==> config.mk <==
export PLATFORM = sky130hd
export DESIGN_NAME = hazard_ctrl_flat
export DESIGN_NICKNAME = d
export VERILOG_FILES = /design/src/rtl/hazard_ctrl_pkg.sv /design/src/rtl/hazard_ctrl_if.sv /design/src/rtl/hazard_ctrl_sat_counter.sv /design/src/rtl/hazard_ctrl.sv /design/src/flat_wrapper.sv
export SDC_FILE = /design/constraint.sdc
export NUM_CORES = 1
export LEC_CHECK = 0
export ABC_AREA = 1
export BUFFER_PORTS_ARGS = -buffer_cell sky130_fd_sc_hd__buf_4
export CELL_PAD_IN_SITES_DETAIL_PLACEMENT = 1
export CELL_PAD_IN_SITES_GLOBAL_PLACEMENT = 2
export CORE_MARGIN = 2
export CORE_UTILIZATION = 29
export DETAILED_ROUTE_END_ITERATION = 16
export MAX_ROUTING_LAYER = met4
export PLACE_DENSITY_LB_ADDON = 0.08
export SLEW_MARGIN = 25
export SYNTH_ARGS = -nofsm -noshare
export SYNTH_HDL_FRONTEND = slang
export SYNTH_SLANG_ARGS = --single-unit
==> constraint.sdc <==
create_clock -name clk -period 3.3 [get_ports clk]
set_input_delay 0.66 -clock clk [delete_from_list [all_inputs] [get_ports clk]]
set_output_delay 0.66 -clock clk [all_outputs]
set_load 0.005 [all_outputs]
==> src/rtl/hazard_ctrl_pkg.sv <==
// Shared definitions for the five-stage pipeline hazard/stall controller.
package hazard_ctrl_pkg;

  typedef enum logic [1:0] {
    RUN      = 2'd0,
    LU_STALL = 2'd1,
    MEM_WAIT = 2'd2
  } hz_state_e;

  localparam int DEF_LOAD_STALL  = 1;
  localparam int DEF_MEM_TIMEOUT = 64;
  localparam int DEF_CNT_W       = 16;

endpackage

==> src/rtl/hazard_ctrl_if.sv <==
// Hazard inputs from ID/EX/MEM and the pipeline-register controls driven back.
interface hazard_ctrl_if #(
  parameter int CNT_W = hazard_ctrl_pkg::DEF_CNT_W
);
  logic             idex_memread;
  logic [4:0]       idex_rd;
  logic [4:0]       ifid_rs1;
  logic [4:0]       ifid_rs2;
  logic             use_rs1;
  logic             use_rs2;
  logic             branch_taken;
  logic             mem_req;
  logic             mem_ready;
  logic             pc_write;
  logic             ifid_write;
  logic             idex_write;
  logic             exmem_write;
  logic             ifid_flush;
  logic             idex_flush;
  logic [1:0]       state_o;
  logic [CNT_W-1:0] stall_cnt;
  logic [CNT_W-1:0] flush_cnt;
  logic             mem_err;

  modport master (
    output idex_memread, idex_rd, ifid_rs1, ifid_rs2, use_rs1, use_rs2,
           branch_taken, mem_req, mem_ready,
    input  pc_write, ifid_write, idex_write, exmem_write, ifid_flush,
           idex_flush, state_o, stall_cnt, flush_cnt, mem_err
  );

  modport slave (
    input  idex_memread, idex_rd, ifid_rs1, ifid_rs2, use_rs1, use_rs2,
           branch_taken, mem_req, mem_ready,
    output pc_write, ifid_write, idex_write, exmem_write, ifid_flush,
           idex_flush, state_o, stall_cnt, flush_cnt, mem_err
  );
endinterface

==> src/rtl/hazard_ctrl_sat_counter.sv <==
// Saturating up-counter with synchronous clear; holds at all-ones.
module sat_counter #(
  parameter int W = 16
) (
  input  logic         clk,
  input  logic         rst,
  input  logic         inc_i,
  input  logic         clear_i,
  output logic [W-1:0] cnt_o
);
  logic [W-1:0] cnt_q;
  logic [W-1:0] cnt_d;

  always_comb begin
    cnt_d = cnt_q;
    if (clear_i)
      cnt_d = '0;
    else if (inc_i && (cnt_q != '1))
      cnt_d = cnt_q + W'(1);
  end

  always_ff @(posedge clk or posedge rst) begin
    if (rst)
      cnt_q <= '0;
    else
      cnt_q <= cnt_d;
  end

  assign cnt_o = cnt_q;
endmodule

==> src/rtl/hazard_ctrl.sv <==
// Pipeline hazard controller: load-use bubbles, branch flushes, memory-wait freeze,
// plus saturating stall/flush counters and a sticky memory-timeout flag.
module hazard_ctrl
  import hazard_ctrl_pkg::*;
#(
  parameter int LOAD_STALL  = DEF_LOAD_STALL,
  parameter int MEM_TIMEOUT = DEF_MEM_TIMEOUT,
  parameter int CNT_W       = DEF_CNT_W
) (
  input  logic          clk,
  input  logic          rst_n,
  hazard_ctrl_if.slave  hz
);
  localparam logic [1:0] ST_RUN      = 2'(RUN);
  localparam logic [1:0] ST_LU_STALL = 2'(LU_STALL);
  localparam logic [1:0] ST_MEM_WAIT = 2'(MEM_WAIT);
  localparam int         WW          = $clog2(MEM_TIMEOUT + 1);
  localparam logic [WW-1:0] WAIT_MAX = WW'(MEM_TIMEOUT);
  localparam logic [1:0] BUBBLE_INIT = 2'(LOAD_STALL - 1);

  logic [1:0]    state_q, state_d;
  logic [WW-1:0] wcnt_q, wcnt_d;
  logic [1:0]    bcnt_q, bcnt_d;
  logic          err_q, err_d;
  logic          lu, mw;
  logic          pc_w, ifid_w, idex_w, exmem_w, ifid_f, idex_f;
  logic          flush_inc, stall_inc;

  assign lu = hz.idex_memread && (hz.idex_rd != 5'd0) &&
              ((hz.use_rs1 && (hz.idex_rd == hz.ifid_rs1)) ||
               (hz.use_rs2 && (hz.idex_rd == hz.ifid_rs2)));
  assign mw = hz.mem_req && !hz.mem_ready;

  always_comb begin
    pc_w      = 1'b1;
    ifid_w    = 1'b1;
    idex_w    = 1'b1;
    exmem_w   = 1'b1;
    ifid_f    = 1'b0;
    idex_f    = 1'b0;
    flush_inc = 1'b0;
    state_d   = state_q;
    wcnt_d    = wcnt_q;
    bcnt_d    = bcnt_q;
    err_d     = err_q;
    case (state_q)
      ST_LU_STALL: begin
        if (mw) begin
          {pc_w, ifid_w, idex_w, exmem_w} = 4'b0000;
          state_d = ST_MEM_WAIT;
          wcnt_d  = WW'(1);
        end else if (hz.branch_taken) begin
          ifid_f    = 1'b1;
          idex_f    = 1'b1;
          flush_inc = 1'b1;
          state_d   = ST_RUN;
        end else begin
          pc_w   = 1'b0;
          ifid_w = 1'b0;
          idex_f = 1'b1;
          if (bcnt_q <= 2'd1)
            state_d = ST_RUN;
          else
            bcnt_d = bcnt_q - 2'd1;
        end
      end
      ST_MEM_WAIT: begin
        if (hz.mem_ready) begin
          state_d = ST_RUN;
        end else begin
          {pc_w, ifid_w, idex_w, exmem_w} = 4'b0000;
          // Give up on a hung memory: flag it and let the pipe run on.
          if (wcnt_q >= WAIT_MAX) begin
            err_d   = 1'b1;
            state_d = ST_RUN;
          end else begin
            wcnt_d = wcnt_q + WW'(1);
          end
        end
      end
      default: begin
        if (mw) begin
          {pc_w, ifid_w, idex_w, exmem_w} = 4'b0000;
          state_d = ST_MEM_WAIT;
          wcnt_d  = WW'(1);
        end else if (hz.branch_taken) begin
          ifid_f    = 1'b1;
          idex_f    = 1'b1;
          flush_inc = 1'b1;
          state_d   = ST_RUN;
        end else if (lu) begin
          pc_w   = 1'b0;
          ifid_w = 1'b0;
          idex_f = 1'b1;
          state_d = ST_RUN;
          if (LOAD_STALL > 1) begin
            state_d = ST_LU_STALL;
            bcnt_d  = BUBBLE_INIT;
          end
        end else begin
          state_d = ST_RUN;
        end
      end
    endcase
  end

  always_ff @(posedge clk or posedge rst_n) begin
    if (rst_n) begin
      state_q <= ST_RUN;
      wcnt_q  <= '0;
      bcnt_q  <= '0;
      err_q   <= 1'b0;
    end else begin
      state_q <= state_d;
      wcnt_q  <= wcnt_d;
      bcnt_q  <= bcnt_d;
      err_q   <= err_d;
    end
  end

  // Reset holds the whole pipe frozen with no bubbles injected.
  assign hz.pc_write    = pc_w    & ~rst_n;
  assign hz.ifid_write  = ifid_w  & ~rst_n;
  assign hz.idex_write  = idex_w  & ~rst_n;
  assign hz.exmem_write = exmem_w & ~rst_n;
  assign hz.ifid_flush  = ifid_f  & ~rst_n;
  assign hz.idex_flush  = idex_f  & ~rst_n;
  assign hz.state_o     = state_q;
  assign hz.mem_err     = err_q;

  assign stall_inc = ~pc_w & ~rst_n;

  sat_counter #(.W(CNT_W)) u_stall_cnt (
    .clk     (clk),
    .rst     (rst_n),
    .inc_i   (stall_inc),
    .clear_i (1'b0),
    .cnt_o   (hz.stall_cnt)
  );

  sat_counter #(.W(CNT_W)) u_flush_cnt (
    .clk     (clk),
    .rst     (rst_n),
    .inc_i   (flush_inc),
    .clear_i (1'b0),
    .cnt_o   (hz.flush_cnt)
  );
endmodule

==> src/flat_wrapper.sv <==
// flat-port wrapper written by rule: the top's interface ports become plain ports
module hazard_ctrl_flat import hazard_ctrl_pkg::*;
#(
  parameter int LOAD_STALL  = DEF_LOAD_STALL,
  parameter int MEM_TIMEOUT = DEF_MEM_TIMEOUT,
  parameter int CNT_W       = DEF_CNT_W
)
  (clk, rst_n, hz_idex_memread, hz_idex_rd, hz_ifid_rs1, hz_ifid_rs2, hz_use_rs1, hz_use_rs2, hz_branch_taken, hz_mem_req, hz_mem_ready, hz_pc_write, hz_ifid_write, hz_idex_write, hz_exmem_write, hz_ifid_flush, hz_idex_flush, hz_state_o, hz_stall_cnt, hz_flush_cnt, hz_mem_err);
  hazard_ctrl_if #(.CNT_W(CNT_W)) hz_i ();
  input  logic clk;
  input  logic rst_n;
  input wire logic [$bits(hz_i.idex_memread)-1:0] hz_idex_memread;
  input wire logic [$bits(hz_i.idex_rd)-1:0] hz_idex_rd;
  input wire logic [$bits(hz_i.ifid_rs1)-1:0] hz_ifid_rs1;
  input wire logic [$bits(hz_i.ifid_rs2)-1:0] hz_ifid_rs2;
  input wire logic [$bits(hz_i.use_rs1)-1:0] hz_use_rs1;
  input wire logic [$bits(hz_i.use_rs2)-1:0] hz_use_rs2;
  input wire logic [$bits(hz_i.branch_taken)-1:0] hz_branch_taken;
  input wire logic [$bits(hz_i.mem_req)-1:0] hz_mem_req;
  input wire logic [$bits(hz_i.mem_ready)-1:0] hz_mem_ready;
  output wire logic [$bits(hz_i.pc_write)-1:0] hz_pc_write;
  output wire logic [$bits(hz_i.ifid_write)-1:0] hz_ifid_write;
  output wire logic [$bits(hz_i.idex_write)-1:0] hz_idex_write;
  output wire logic [$bits(hz_i.exmem_write)-1:0] hz_exmem_write;
  output wire logic [$bits(hz_i.ifid_flush)-1:0] hz_ifid_flush;
  output wire logic [$bits(hz_i.idex_flush)-1:0] hz_idex_flush;
  output wire logic [$bits(hz_i.state_o)-1:0] hz_state_o;
  output wire logic [$bits(hz_i.stall_cnt)-1:0] hz_stall_cnt;
  output wire logic [$bits(hz_i.flush_cnt)-1:0] hz_flush_cnt;
  output wire logic [$bits(hz_i.mem_err)-1:0] hz_mem_err;
  assign hz_i.idex_memread = hz_idex_memread;
  assign hz_i.idex_rd = hz_idex_rd;
  assign hz_i.ifid_rs1 = hz_ifid_rs1;
  assign hz_i.ifid_rs2 = hz_ifid_rs2;
  assign hz_i.use_rs1 = hz_use_rs1;
  assign hz_i.use_rs2 = hz_use_rs2;
  assign hz_i.branch_taken = hz_branch_taken;
  assign hz_i.mem_req = hz_mem_req;
  assign hz_i.mem_ready = hz_mem_ready;
  assign hz_pc_write = hz_i.pc_write;
  assign hz_ifid_write = hz_i.ifid_write;
  assign hz_idex_write = hz_i.idex_write;
  assign hz_exmem_write = hz_i.exmem_write;
  assign hz_ifid_flush = hz_i.ifid_flush;
  assign hz_idex_flush = hz_i.idex_flush;
  assign hz_state_o = hz_i.state_o;
  assign hz_stall_cnt = hz_i.stall_cnt;
  assign hz_flush_cnt = hz_i.flush_cnt;
  assign hz_mem_err = hz_i.mem_err;
  hazard_ctrl #(.LOAD_STALL(LOAD_STALL), .MEM_TIMEOUT(MEM_TIMEOUT), .CNT_W(CNT_W)) u_core (.clk(clk), .rst_n(rst_n), .hz(hz_i));
endmodule
## After elaboration in Yosys (flattened, before gate mapping)

Index checks and enable logic that the tools add are counted.

- Magnitude comparators: 2
- Equal/unequal tests: 10
- Add/sub/neg operators: 4
- Bitwise operators: 11
- Reductions and logical operators: 15
- Mux-type cells: 25

Operators by type and width:

| kind | count |
|---|---|
| 16-bit by 1-bit adder with 16-bit output, second input constant | 2 |
| 16-bit inequality test, second input constant | 2 |
| 7-bit 2-to-1 mux | 4 |
| 1-bit 2-to-1 mux | 12 |
| 2-bit 2-to-1 mux | 6 |
| 5-bit == test | 2 |
| 7-bit by 1-bit adder with 7-bit output, second input constant | 1 |
| 7-bit >= comparator, second input constant | 1 |
| 1-bit logical AND | 7 |
| 1-bit inverter | 6 |
| 3-bit AND reduction | 2 |
| 1-bit bitwise AND | 5 |
| 5-bit nonzero test | 1 |
| 2-bit inequality test, second input constant | 2 |
| 4-bit by 2-bit inequality test with 1-bit output, second input constant | 1 |
| 1-bit one-hot mux with 2 select lines | 2 |
| 2-bit one-hot mux with 2 select lines | 1 |
| 4-bit AND reduction | 1 |
| 3-bit by 2-bit inequality test with 1-bit output, second input constant | 1 |
| 2-bit by 1-bit == test with 1-bit output, second input constant | 1 |
| 2-bit == test, second input constant | 1 |
| 2-bit by 1-bit less-or-equal comparator with 1-bit output, second input constant | 1 |
| 2-bit AND reduction | 1 |
| 2-bit nonzero test | 1 |
| 3 further kinds | 3 |

- Bits in registers: 44

## Logic depth before layout (Yosys ltp)

- Depth after elaboration: 11
- Gate-level depth with buffers: 12

## Cells and area by module

Synthesis repeated with hierarchy kept, for this count alone.

- Cell total of the unflattened synthesis: 448
- Area total of the unflattened synthesis: 2940.3 µm²

Modules (own cells, without submodules):

| module | cells an instance | instances | sequential area each (µm²) | area each (µm²) |
|---|---|---|---|---|
| sat_counter at u_core.u_flush_cnt | 159 | 1 | 400.4 | 1083.5 |
| sat_counter at u_core.u_stall_cnt | 161 | 1 | 400.4 | 1081.0 |
| hazard_ctrl | 128 | 1 | 225.2 | 775.7 |

## Worst setup path after synthesis

OpenSTA, ideal clock, no wires.

- Kind: input to register
- Start point: in rst_n
- End point: reg u_core.u_stall_cnt.cnt_q[10] (netlist: u_core.u_stall_cnt.cnt_o[10])
- Arrival time: 2.731 ns
- Stages: 5
- Setup slack: 0.495 ns
- Required time: 3.226 ns
- Cell sequence: inv_1 clkbuf_1 clkbuf_1 nand4_1 nand2_1

- Word-level cells in the longest chain between the ends: 3

RTL lines:

| what | line | text |
|---|---|---|
| start: declaration | flat_wrapper.sv:11 | `input logic rst_n;` |
| 1-bit inverter | hazard_ctrl.sv:131 | `assign stall_inc = ~pc_w & ~rst_n;` |
| 1-bit bitwise AND | hazard_ctrl.sv:131 |  |
| 1-bit logical AND | hazard_ctrl_sat_counter.sv:18 | `else if (inc_i && (cnt_q != '1))` |
| end signal: assignment | hazard_ctrl_sat_counter.sv:26 | `cnt_q <= cnt_d;` |
| end: declaration | hazard_ctrl_sat_counter.sv:11 | `logic [W-1:0] cnt_q;` |

Every way passes these cells.
A chain may end at the register's enable or synchronous reset.

## Final worst setup path

- Start point: in hz_mem_ready
- End point: out hz_pc_write

- Word-level cells in the longest chain between the ends: 5
- Elaborated cells between the ends (all ways): 7
- Those cells by class: mux: 4; bitwise: 1; reduce/logical: 2

RTL lines:

| what | line | text |
|---|---|---|
| start: declaration | flat_wrapper.sv:20 | `input wire logic [$bits(hz_i.mem_ready)-1:0] hz_mem_ready;` |
| 1-bit zero test | hazard_ctrl.sv:32 | `assign mw = hz.mem_req && !hz.mem_ready;` |
| 1-bit logical AND | hazard_ctrl.sv:32 |  |
| 1-bit 2-to-1 mux, on equally long branches | n/a |  |
| 1-bit one-hot mux with 2 select lines * | hazard_ctrl.sv:46 | `case (state_q)` |
| 1-bit bitwise AND * | hazard_ctrl.sv:122 | `assign hz.pc_write = pc_w & ~rst_n;` |
| end: declaration | flat_wrapper.sv:21 | `output wire logic [$bits(hz_i.pc_write)-1:0] hz_pc_write;` |

Mark *: on every way between the ends. The rest lies on a longest branch, timed or not.

==> flow_summary.json <==
{
  "status": "finished clean",
  "synth_area_leaders": "dfrtp_1 40%, nand2_1 17%, nand4_1 5.6%, inv_1 5.6%, xnor2_1 4.8%",
  "synth.cell_area_um2": 2547,
  "vias": 2376,
  "cts_buffers": 5,
  "drt_iter0_drc": 27,
  "worst_pin_slew_ps": 745.3,
  "synthFlopType": "dfrtp_1",
  "worstSetupPathType": "input port to output pin",
  "pwr-share-clk_pct": 24.7,
  "yosysTopAreaCellShare_pct": 40.28,
  "hold_buffers": 0,
  "post_cts_resized": 0,
  "async_flop_share_pct": 100.0,
  "final_area_um2": 3202,
  "min_path_cells": 1,
  "place.gp.congestion": 0.7484,
  "arrival_ps": 1610,
  "fillers": 1079,
  "ant_nets": 0,
  "clock_sinks": 41,
  "post_drt_wl_per_cell_um": 12.72,
  "leakage_nw": 1.683,
  "crit_cells": 10,
  "synth_nets": 369,
  "worstPathRequired_ps": 2640,
  "p_seq_share_pct": 47.7,
  "drc": 0,
  "initial_core_util_pct": 29.50,
  "slew_headroom_pct": 50.31,
  "synth_cell_type_count": 31,
  "drtPass1Iterations": 4,
  "yosys.area_share.simple_pct": 36.05,
  "globalRouteTotalUtil_pct": 14.67,
  "htreeDepth": 2,
  "antenna_found_initial": 0,
  "via_per_inst": 4.623,
  "crit_family": "simple AND/OR/NAND/NOR gates",
  "num_rows": 34,
  "synth-compound-area-share_pct": 3.782,
  "setup_tns_ps": 0,
  "crit_path_top_delay_cell": "nor2_1",
  "routed_wl_um": 6539,
  "ys_top_cells_by_count": "115 x nand2_1, 41 x dfrtp_1, 38 x inv_1",
  "synth_xor_area_share_pct": 9.627,
  "synth_warnings": 0,
  "fp.dieH_um": 97.73,
  "p_int_w": 0.0009465,
  "grt_setup_unrepaired": "no",
  "setup-violations-final": 0,
  "cp_max_fo": 3,
  "p_comb_share_pct": 27.6,
  "ys_seq_elements": 41,
  "grt_pass1_wl_um": 11200,
  "fmax_ghz": 0.4411,
  "slowest_delay_ps": 160,
  "grt_pass1_vias": 2440,
  "crit_path_start_kind": "input port",
  "cts_tree": "built",
  "die_area_um2": 9550,
  "synth.avg_cell_area_um2": 7.427,
  "synth-seq-area-share_pct": 40.28,
  "grt_max_degree": 60,
  "r2r_cells": 9,
  "dp_hpwl_um": 4958,
  "yosys.area_share.adder_pct": 1.473,
  "crit_buf_inv": 4,
  "netSwitchingPower_w": 0.0004864,
  "synth_cells": 343,
  "insertion_delay_ps": 300,
  "fin_skew_ps": 7.851,
  "synth_top_family_by_area": "simple AND/OR/NAND/NOR gates",
  "synthToLayoutAreaGrowth_pct": 25.69,
  "die_w_um": 97.73,
  "drv_slew": 0,
  "nets": 432,
  "num_antenna_cells": 0,
  "swShare_pct": 33.95,
  "end_kind": "output pin",
  "dpl_cell_area_um2": 3112,
  "yosysMostFrequentCell": "nand2_1",
  "synth-edff-count": 0,
  "hold_path_class": "flip-flop to flip-flop",
  "post-route-util_pct": 37.08,
  "ir_drop_uv": 208.1,
  "hold_violations": 0,
  "path_common_cell": "nand2_1",
  "max-clock-path-buffers": 2,
  "dp_cells": 507,
  "power_density_nw_per_um2": 447.5,
  "cts_root_buf": "clkbuf_8",
  "cap_violations": 0,
  "final_cells": 514,
  "synthMuxAreaShare_pct": 0,
  "io_buffers": 62,
  "core_um2": 8636,
  "drive_gt1_share_pct": 21.92,
  "cts_setup_buffers": 0,
  "grt.overflow.total": 0,
  "synth_top_area_cell": "dfrtp_1",
  "ios": 64,
  "min_period_ps": 2267,
  "clkSlewWorstSetupHoldPaths_ps": 90,
  "worstPathCellList": "buf_4 > inv_1 > nand2_1 > nand2_1 > nor2_1 > inv_1 > nand2_1 > a21oi_4 > nor2_1 > buf_4",
  "finalCritPeriodShare_pct": 68.70
}
==> flip-flops by register name (all words and copies together) (netlist names) <==
signal                    cells
u_core.hz.state_o             1
u_core.u_stall_cnt.cnt_o     16
u_core.wcnt_q                 7
u_core.hz.mem_err             1
u_core.u_flush_cnt.cnt_o     16
==> per-layer routing <==
| layer | part of all wire (%) | vias up | GRT usage, % |
|---|---|---|---|
| met5 | 0 | - | - |
| met4 | 0.89 | 0 | 4.167 |
| met3 | 3.1 | 7 | 2.374 |
| met2 | 50 | 32 | 25.20 |
| met1 | 46 | 1126 | 17.83 |
| li1 | - | 1211 | - |
==> logic make-up (layout without fill, tap and decap cells) <==
| logic type | count (synthesis) | count (layout) |
|---|---|---|
| fa+ha+maj | 3 | 3 |
| other cells | 1 | 1 |
| buf+inv | 53 | 116 |
| flops | 41 | 41 |
| simple gates | 202 | 202 |
| compound gates | 15 | 15 |
| xor+xnor | 28 | 28 |
==> layout make-up <==
type / count / area (µm²) / area share [%]
well taps: 108 / 135.1 / 4.220
repair buffers: 64 / 480.5 / 15.01
clock buffers: 6 / 82.58 / 2.579
inverters: 45 / 168.9 / 5.275
clock inverters: 1 / 7.507 / 0.2345
flip-flops and latches: 41 / 1026 / 32.04
multi-input cells: 249 / 1301 / 40.64
==> power by group through the flow <==
stage / clock [W] / combinational, W / sequential [W]
5_1_grt: 0.000388 / 0.000452 / 0.000705
3_3_place_gp: 0 / 0.000399 / 0.000693
2_1_floorplan: 0 / 0.000223 / 0.000679
4_1_cts: 0.000375 / 0.000407 / 0.000687
3_5_place_dp: 0 / 0.000405 / 0.000695
6_report: 0.000354 / 0.000396 / 0.000684
==> worst reg2reg max path, stage by stage, from the launching register on <==
cell and delay, ps:
dfrtp_1 440, ha_1 230, nand3_2 140, nor3_4 220, nand2_2 130, nor2_4 120
nand2_4 150, nand4_4 260, nand2_1 80, nand2_1 70
==> per-stage QoR <==
step                      total power [W]  setup WS (ps)  hold WS [ps]
after floorplan                 0.0009020          494.9         451.0
after global placement           0.001092           1039         455.3
after detailed placement         0.001100          998.9         459.2
after CTS                        0.001469          997.2         480.9
after global routing             0.001545          883.1         527.2
final                            0.001433           1033         475.2
==> worst paths after layout <==
path / start / endpoint / slack (ps)
worst max register to register: u_core.u_stall_cnt.cnt_o[0] / u_core.u_stall_cnt.cnt_o[1] / 1400
worst max-delay path: hz_mem_ready / hz_pc_write / 1030
worst min register to register: u_core.hz.mem_err / u_core.hz.mem_err / 480
min in group asynchronous: rst_n / u_core.wcnt_q[5] / 600
worst min-delay path: u_core.hz.mem_err / u_core.hz.mem_err / 480
max in group asynchronous: rst_n / u_core.u_stall_cnt.cnt_o[1] / 2200
==> placed cells by master (no fill, tap or decap), drive strengths merged <==
cell type | Yosys | layout
a21o | 1 | 1
a21oi | 4 | 4
buf | 6 | 64
clkbuf | 2 | 6
clkinvlp | 0 | 1
conb | 1 | 1
dfrtp | 41 | 41
ha | 3 | 3
inv | 45 | 45
nand2 | 119 | 119
nand3 | 17 | 17
nand3b | 1 | 1
nand4 | 24 | 24
nor2 | 32 | 32
nor3 | 5 | 5
nor4 | 4 | 4
o21ai | 6 | 6
o22ai | 3 | 3
o32ai | 1 | 1
xnor2 | 14 | 14
xor2 | 14 | 14
No activity file was read; power rests on OpenSTA's default activity.
